`src/rtl/fetch_unit_if.sv`:
```
// Instruction-fetch bus: memory handshake, downstream stall/branch feedback,
// and the presented instruction.
interface fetch_if;
    logic        imem_req_o;
    logic [31:0] imem_addr_o;
    logic        imem_ack_i;
    logic [31:0] imem_rdata_i;
    logic        stall_i;
    logic        branch_i;
    logic        zero_i;
    logic [31:0] branch_target_i;
    logic        instr_valid_o;
    logic [31:0] instr_o;
    logic [6:0]  opcode_o;
    logic [31:0] pc_o;
    logic        error_o;

    modport master (
        output imem_req_o, imem_addr_o, instr_valid_o, instr_o, opcode_o, pc_o, error_o,
        input  imem_ack_i, imem_rdata_i, stall_i, branch_i, zero_i, branch_target_i
    );

    modport slave (
        input  imem_req_o, imem_addr_o, instr_valid_o, instr_o, opcode_o, pc_o, error_o,
        output imem_ack_i, imem_rdata_i, stall_i, branch_i, zero_i, branch_target_i
    );
endinterface

```
`src/rtl/fetch_unit.sv`:
```
// Single-outstanding instruction fetch: request, hold the word until consumed,
// redirect on taken branches, halt on a misaligned branch target.
//
// state | meaning
// IDLE  | one quiet cycle after reset
// REQ   | request at fetch_pc, waiting for ack
// HOLD  | instruction presented, waiting for consume (stall_i=0)
// HALT  | misaligned taken branch seen, frozen until reset
module fetch_unit #(
    parameter logic [31:0] RESET_PC = 32'h0000_0000
) (
    input logic    clk_i,
    input logic    rst_ni,
    fetch_if.master bus
);

    typedef enum logic [1:0] {IDLE, REQ, HOLD, HALT} state_t;

    state_t      state_q, state_d;
    logic [31:0] fetch_pc_q;
    logic [31:0] instr_q;
    logic [31:0] pc_q;
    logic        error_q;
    logic        take_ack;
    logic        consume;
    logic        taken;
    logic        misaligned;

    assign taken      = bus.branch_i && bus.zero_i;
    assign misaligned = (bus.branch_target_i[1:0] != 2'b00);

    always_comb begin
        state_d  = state_q;
        take_ack = 1'b0;
        consume  = 1'b0;
        case (state_q)
            IDLE: state_d = REQ;
            REQ: begin
                if (bus.imem_ack_i) begin
                    take_ack = 1'b1;
                    state_d  = HOLD;
                end
            end
            HOLD: begin
                if (!bus.stall_i) begin
                    consume = 1'b1;
                    state_d = (taken && misaligned) ? HALT : REQ;
                end
            end
            HALT:    state_d = HALT;
            default: state_d = IDLE;
        endcase
    end

    always_ff @(posedge clk_i or negedge rst_ni) begin
        if (!rst_ni) begin
            state_q    <= IDLE;
            fetch_pc_q <= RESET_PC;
            instr_q    <= 32'h0;
            pc_q       <= 32'h0;
            error_q    <= 1'b0;
        end else begin
            state_q <= state_d;
            if (take_ack) begin
                instr_q    <= bus.imem_rdata_i;
                pc_q       <= fetch_pc_q;
                fetch_pc_q <= fetch_pc_q + 32'd4;
            end
            // A misaligned target leaves fetch_pc pointing at the fall-through address.
            if (consume && taken) begin
                if (misaligned) error_q    <= 1'b1;
                else            fetch_pc_q <= bus.branch_target_i;
            end
        end
    end

    assign bus.imem_req_o    = (state_q == REQ);
    assign bus.imem_addr_o   = fetch_pc_q;
    assign bus.instr_valid_o = (state_q == HOLD);
    assign bus.instr_o       = instr_q;
    assign bus.opcode_o      = instr_q[6:0];
    assign bus.pc_o          = pc_q;
    assign bus.error_o       = error_q;

endmodule

```
`src/flat_wrapper.sv`:
```
// flat-port wrapper written by rule: the top's interface ports become plain ports
module fetch_unit_flat 
#(
    parameter logic [31:0] RESET_PC = 32'h0000_0000
)
  (clk_i, rst_ni, bus_imem_req_o, bus_imem_addr_o, bus_instr_valid_o, bus_instr_o, bus_opcode_o, bus_pc_o, bus_error_o, bus_imem_ack_i, bus_imem_rdata_i, bus_stall_i, bus_branch_i, bus_zero_i, bus_branch_target_i);
  fetch_if bus_i ();
  input logic clk_i;
  input logic rst_ni;
  output wire logic [$bits(bus_i.imem_req_o)-1:0] bus_imem_req_o;
  output wire logic [$bits(bus_i.imem_addr_o)-1:0] bus_imem_addr_o;
  output wire logic [$bits(bus_i.instr_valid_o)-1:0] bus_instr_valid_o;
  output wire logic [$bits(bus_i.instr_o)-1:0] bus_instr_o;
  output wire logic [$bits(bus_i.opcode_o)-1:0] bus_opcode_o;
  output wire logic [$bits(bus_i.pc_o)-1:0] bus_pc_o;
  output wire logic [$bits(bus_i.error_o)-1:0] bus_error_o;
  input wire logic [$bits(bus_i.imem_ack_i)-1:0] bus_imem_ack_i;
  input wire logic [$bits(bus_i.imem_rdata_i)-1:0] bus_imem_rdata_i;
  input wire logic [$bits(bus_i.stall_i)-1:0] bus_stall_i;
  input wire logic [$bits(bus_i.branch_i)-1:0] bus_branch_i;
  input wire logic [$bits(bus_i.zero_i)-1:0] bus_zero_i;
  input wire logic [$bits(bus_i.branch_target_i)-1:0] bus_branch_target_i;
  assign bus_imem_req_o = bus_i.imem_req_o;
  assign bus_imem_addr_o = bus_i.imem_addr_o;
  assign bus_instr_valid_o = bus_i.instr_valid_o;
  assign bus_instr_o = bus_i.instr_o;
  assign bus_opcode_o = bus_i.opcode_o;
  assign bus_pc_o = bus_i.pc_o;
  assign bus_error_o = bus_i.error_o;
  assign bus_i.imem_ack_i = bus_imem_ack_i;
  assign bus_i.imem_rdata_i = bus_imem_rdata_i;
  assign bus_i.stall_i = bus_stall_i;
  assign bus_i.branch_i = bus_branch_i;
  assign bus_i.zero_i = bus_zero_i;
  assign bus_i.branch_target_i = bus_branch_target_i;
  fetch_unit #(.RESET_PC(RESET_PC)) u_core (.clk_i(clk_i), .rst_ni(rst_ni), .bus(bus_i));
endmodule
```
`config.mk`:
```
export PLATFORM = sky130hd
export DESIGN_NAME = fetch_unit_flat
export DESIGN_NICKNAME = d
export VERILOG_FILES = /design/src/rtl/fetch_unit_if.sv /design/src/rtl/fetch_unit.sv /design/src/flat_wrapper.sv
export SDC_FILE = /design/constraint.sdc
export NUM_CORES = 1
export LEC_CHECK = 0
export CORE_MARGIN = 2
export CORE_UTILIZATION = 40
export CTS_CLUSTER_DIAMETER = 30
export DETAILED_ROUTE_END_ITERATION = 10
export GPL_ROUTABILITY_DRIVEN = 0
export MAX_ROUTING_LAYER = met4
export PLACE_DENSITY_LB_ADDON = 0.08
export SLEW_MARGIN = 20
export SYNTH_ARGS = -nofsm -noshare
export SYNTH_HDL_FRONTEND = slang
export SYNTH_SLANG_ARGS = --single-unit
```
`constraint.sdc`:
```
create_clock -name clk_i -period 2.5 [get_ports clk_i]
set_clock_uncertainty 0.2 [all_clocks]
set_input_delay 0.375 -clock clk_i [delete_from_list [all_inputs] [get_ports clk_i]]
set_output_delay 0.375 -clock clk_i [all_outputs]
set_load 0.1 [all_outputs]
```
# Yosys cells after proc, flatten, opt, wreduce, memory -nomap -nowiden
# Index checks and enable logic that the tools add are counted.
# classes
n_addsub	1
n_reduce_logical	7
muxes	11
n_eq_ne	5
# ops
operator	n
$mux W32	3
$add A32 B3 Y32 const B	1
$pmux W2 S4	1
$mux W2	3
$eq A2 B2 Y1 const B	2
$mux W1	4
$reduce_and A2 Y1	2
$logic_and A1 B1 Y1	3
$eq A2 B1 Y1 const B	1
$logic_not A2 Y1	1
$ne A2 B1 Y1 const B	1
$ne A2 B2 Y1 const B	1
$reduce_bool A2 Y1	1
# totals
ff_bits	99
wordCells	29

# Depth between registers and ports, before layout
# depth
word_depth	5
ltp_mapped	7
ltp_nobuf	6

# Worst setup path before layout
# No wires, ideal clock.
# synth_path
kind	register to register
start	reg u_core.state_q[0]
end	reg u_core.state_q[0]
t_required_ps	2106
stages_incl_launch_ff	6
period_less_slack_ps	3110
arrival_ps	2716
setup_ps	194
slack_ps	-610
n_path_buf	2
path_cell_list	dfrtp_1 -> nor2b_1 -> and2_1 -> clkbuf_1 -> clkbuf_1 -> a21oi_1
# synth_via
elab_chain_cells	3
word_cells_on_any_way	8
# synth_lines
element	line	text
start: declaration	fetch_unit.sv:19	state_t state_q, state_d;
start signal: assignment	fetch_unit.sv:63	state_q <= state_d;
$eq A2 B1 Y1 *	--	
named net bus_imem_req_o	flat_wrapper.sv:10	output wire logic [$bits(bus_i.imem_req_o)-1:0] bus_imem_req_o;
$ne A2 B1 Y1 (no source line)	--	
$reduce_and A2 Y1 (no source line)	--	
# The timed path passes the listed nets; every way through them passes the cells marked *.
# A chain may end at the register's enable or synchronous reset.

# Final worst setup path
# layout_path
start	in bus_imem_ack_i
end	reg u_core.fetch_pc_q[16] (netlist: u_core.bus.imem_addr_o[16])
# layout_via
elab_chain_cells	5
# layout_lines
element	line	text
start: declaration	flat_wrapper.sv:17	input wire logic [$bits(bus_i.imem_ack_i)-1:0] bus_imem_ack_i;
$mux W1 *	fetch_unit.sv:39	if (bus.imem_ack_i) begin
$mux W1 *	fetch_unit.sv:36	case (state_q)
$mux W32 *	fetch_unit.sv:64	if (take_ack) begin
$mux W32	fetch_unit.sv:71	if (misaligned) error_q <= 1'b1;
$mux W32 *	fetch_unit.sv:70	if (consume && taken) begin
end signal: assignment	fetch_unit.sv:67	fetch_pc_q <= fetch_pc_q + 32'd4;
end signal: assignment	fetch_unit.sv:72	else fetch_pc_q <= bus.branch_target_i;
end: declaration	fetch_unit.sv:20	logic [31:0] fetch_pc_q;
# Mark *: on every way between the ends. The rest lies on a longest branch, timed or not.

==> flow_metrics.py <==
metrics = {
    "synthesis": {
        "synthFlopType": "dfrtp_1",
        "ys_seq_area_share_pct": 57.32,
        "synth_edf_count": 0,
        "synth_top_area_cell": "dfrtp_1",
        "synth_nets": 556,
        "ys_ff_latch": 99,
        "syn_area_sq_um": 4322,
        "synth_cell_types": 32,
        "synth_top_area_share_pct": 57.32,
        "async_reset_ff_share_pct": 100.0,
        "yosys_warnings": 0,
        "avgSynthCellArea_sq_um": 8.911,
        "netlist_instances": 485,
        "synth.area.top_cells": "dfrtp_1, nand2_1, nor2_1",
    },
    "setup_path": {
        "worst-path-max-fanout": 5,
        "end_kind": "register",
        "critPathKind": "in2reg",
        "required_ns": 2.54,
        "worstSetupStartpointType": "input port",
        "worstPathArrival_ns": 2.14,
    },
    "clocking": {
        "cts_hold_buf": 1,
        "tritoncts": "built",
        "clock_sinks": 99,
        "cts_made_buffers": 9,
        "clock_path_buffers": 2,
        "cts_resized": 0,
        "clk_latency_ns": 0.36,
        "cts_max_level": 3,
        "clk_pin_slew_ns": 0.10,
        "cts_root_buf": "clkbuf_8",
        "post_cts_buffers": 0,
    },
    "sta": {
        "min_period_over_period_pct": 84.35,
        "tightest_slew_ns": 0.4791,
        "setup_tns_ns": 0,
        "maxSlewViolCount": 0,
        "worst_slack_ns": 0.3912,
        "fmax_ghz": 0.4742,
        "hold_viol": 0,
        "setup_viol": 0,
        "period_needed_ns": 2.109,
        "rsz0062_at_grt": "no",
        "slew-limit-headroom_pct": 68.06,
    },
    "global_route": {
        "grt_use_total_pct": 20.37,
        "grt_max_degree": 44,
        "antenna_found_initial": 0,
        "grt_pass1_wl_microns": 18200,
        "grt_pass1_vias": 3673,
        "grt_overflow": 0,
    },
    "final_layout": {
        "layout_commonest_cell": "nand2_1",
        "drive_above_1_share_pct": 24.32,
        "layout_common_cells": "nand2_1, buf_4, dfrtp_1",
        "area_growth_pct": 45.11,
        "fin_nets": 729,
        "num_antenna_cells": 0,
    },
    "routing": {
        "firstDrtPassIters": 4,
        "drc": 0,
        "wl_per_cell_microns": 14.38,
        "dr.first_iter.drc_count": 204,
        "vias": 3818,
        "drt-total-wl_microns": 11480,
        "met1_length_microns": 5334,
        "wl_met2_microns": 5442,
        "postRouteAntennaNets": 0,
        "route.met3.wl_microns": 553,
        "via_per_inst": 4.784,
        "top_layer_used": "met4",
    },
    "floorplanning": {
        "rows": 37,
        "fp.dieArea_sq_um": 11650,
        "die_x_microns": 107.9,
        "io_pins": 176,
        "initial_core_util_pct": 41.49,
        "die_height_microns": 107.9,
        "core-area_sq_um": 10420,
    },
    "placement": {
        "port_buffers": 175,
        "place_ws_ns": 0.02016,
        "hpwl_microns": 8432,
    },
    "job": {
        "maxCapViolCount": 0,
    },
    "min_path": {
        "hp-class": "in2async",
    },
    "run_status": {
        "outcome": "complete, no violations",
    },
}
-- flip-flops by register name (all words and copies together), names as in the netlist --
name                    count
u_core.bus.imem_addr_o     32
u_core.bus.instr_o         32
u_core.bus.pc_o            32
u_core.state_q              2
u_core.bus.error_o          1
-- final cells by class --
cell class	count	area, sq um
repair buffers	190	1662
inverters	1	3.754
multi-input cells	357	1723
well taps	136	170.2
clock buffers	11	141.4
clock inverters	4	75.07
fillers	942	4145
flip-flops and latches	99	2496
-- synth_stat cells (all sizes together) (2+ instances only) --
library cell / instances
buf: 7
a31oi: 2
nand3: 10
and3: 6
xor2: 14
nand4: 11
nand2: 201
clkbuf: 21
dfrtp: 99
nor2: 40
nor3: 6
nor4: 4
and2: 4
xnor2: 14
nand2b: 2
a21oi: 29
o21ai: 2
nor2b: 2
-- worst max-delay path: stages --
cell and delay (ns):
clkdlybuf4s50_1 0.59, nand3b_4 0.10, or4_4 0.57, nor3_1 0.28, xnor2_1 0.15, a21oi_1 0.08
-- metal layers --
layer	global-route usage (%)	vias to the layer above
li1	-	1889
met1	27.63	1821
met2	31.36	96
met3	4.219	12
met4	5.495	0
met5	-	-
-- kinds of logic (layout without fill, tap and decap cells) --
family          after synthesis  in the layout  share of synthesized area [%]
mux                           1              1                         0.2605
simple gates                292            292                          29.07
flops                        99             99                          57.32
xor+xnor                     28             28                          5.675
fa+ha+maj                     1              1                         0.2895
buf+inv                      29            206                          3.127
compound gates               35             35                          4.256
-- per-stage QoR --
| stage | cell area [sq um] | hold slack [ns] | instances | utilization (%) |
|---|---|---|---|---|
| global placement | 6045 | 0.1305 | 782 | 58.03 |
| CTS | 6271 | 0.2759 | 798 | 60.20 |
| detailed placement | 6045 | 0.1342 | 782 | 58.03 |
| global route | 6271 | 0.2880 | 798 | 60.20 |
| finish | 6271 | 0.2727 | 798 | 60.20 |
| floorplan | 4350 | -0.1206 | 485 | - |
-- final timing paths --
path	slack, ns	from	cells after the start	end
worst max-delay path	0.39	bus_imem_ack_i	6	u_core.bus.imem_addr_o[16]$_DFF_PN0_
worst min-delay path	0.27	rst_ni	2	u_core.bus.pc_o[19]$_DFFE_PN0P_
worst max register to register	0.40	u_core.bus.imem_addr_o[3]$_DFF_PN0_	6	u_core.bus.imem_addr_o[16]$_DFF_PN0_
worst min register to register	0.27	u_core.bus.error_o$_DFFE_PN0P_	1	u_core.bus.error_o$_DFFE_PN0P_
max in group asynchronous	1.11	rst_ni	3	u_core.bus.pc_o[26]$_DFFE_PN0P_
min in group clk_i	0.27	u_core.bus.error_o$_DFFE_PN0P_	1	u_core.bus.error_o$_DFFE_PN0P_
Power is not shown: default switching activity piles up to over one toggle a cycle in this logic, so the estimate is an artifact.
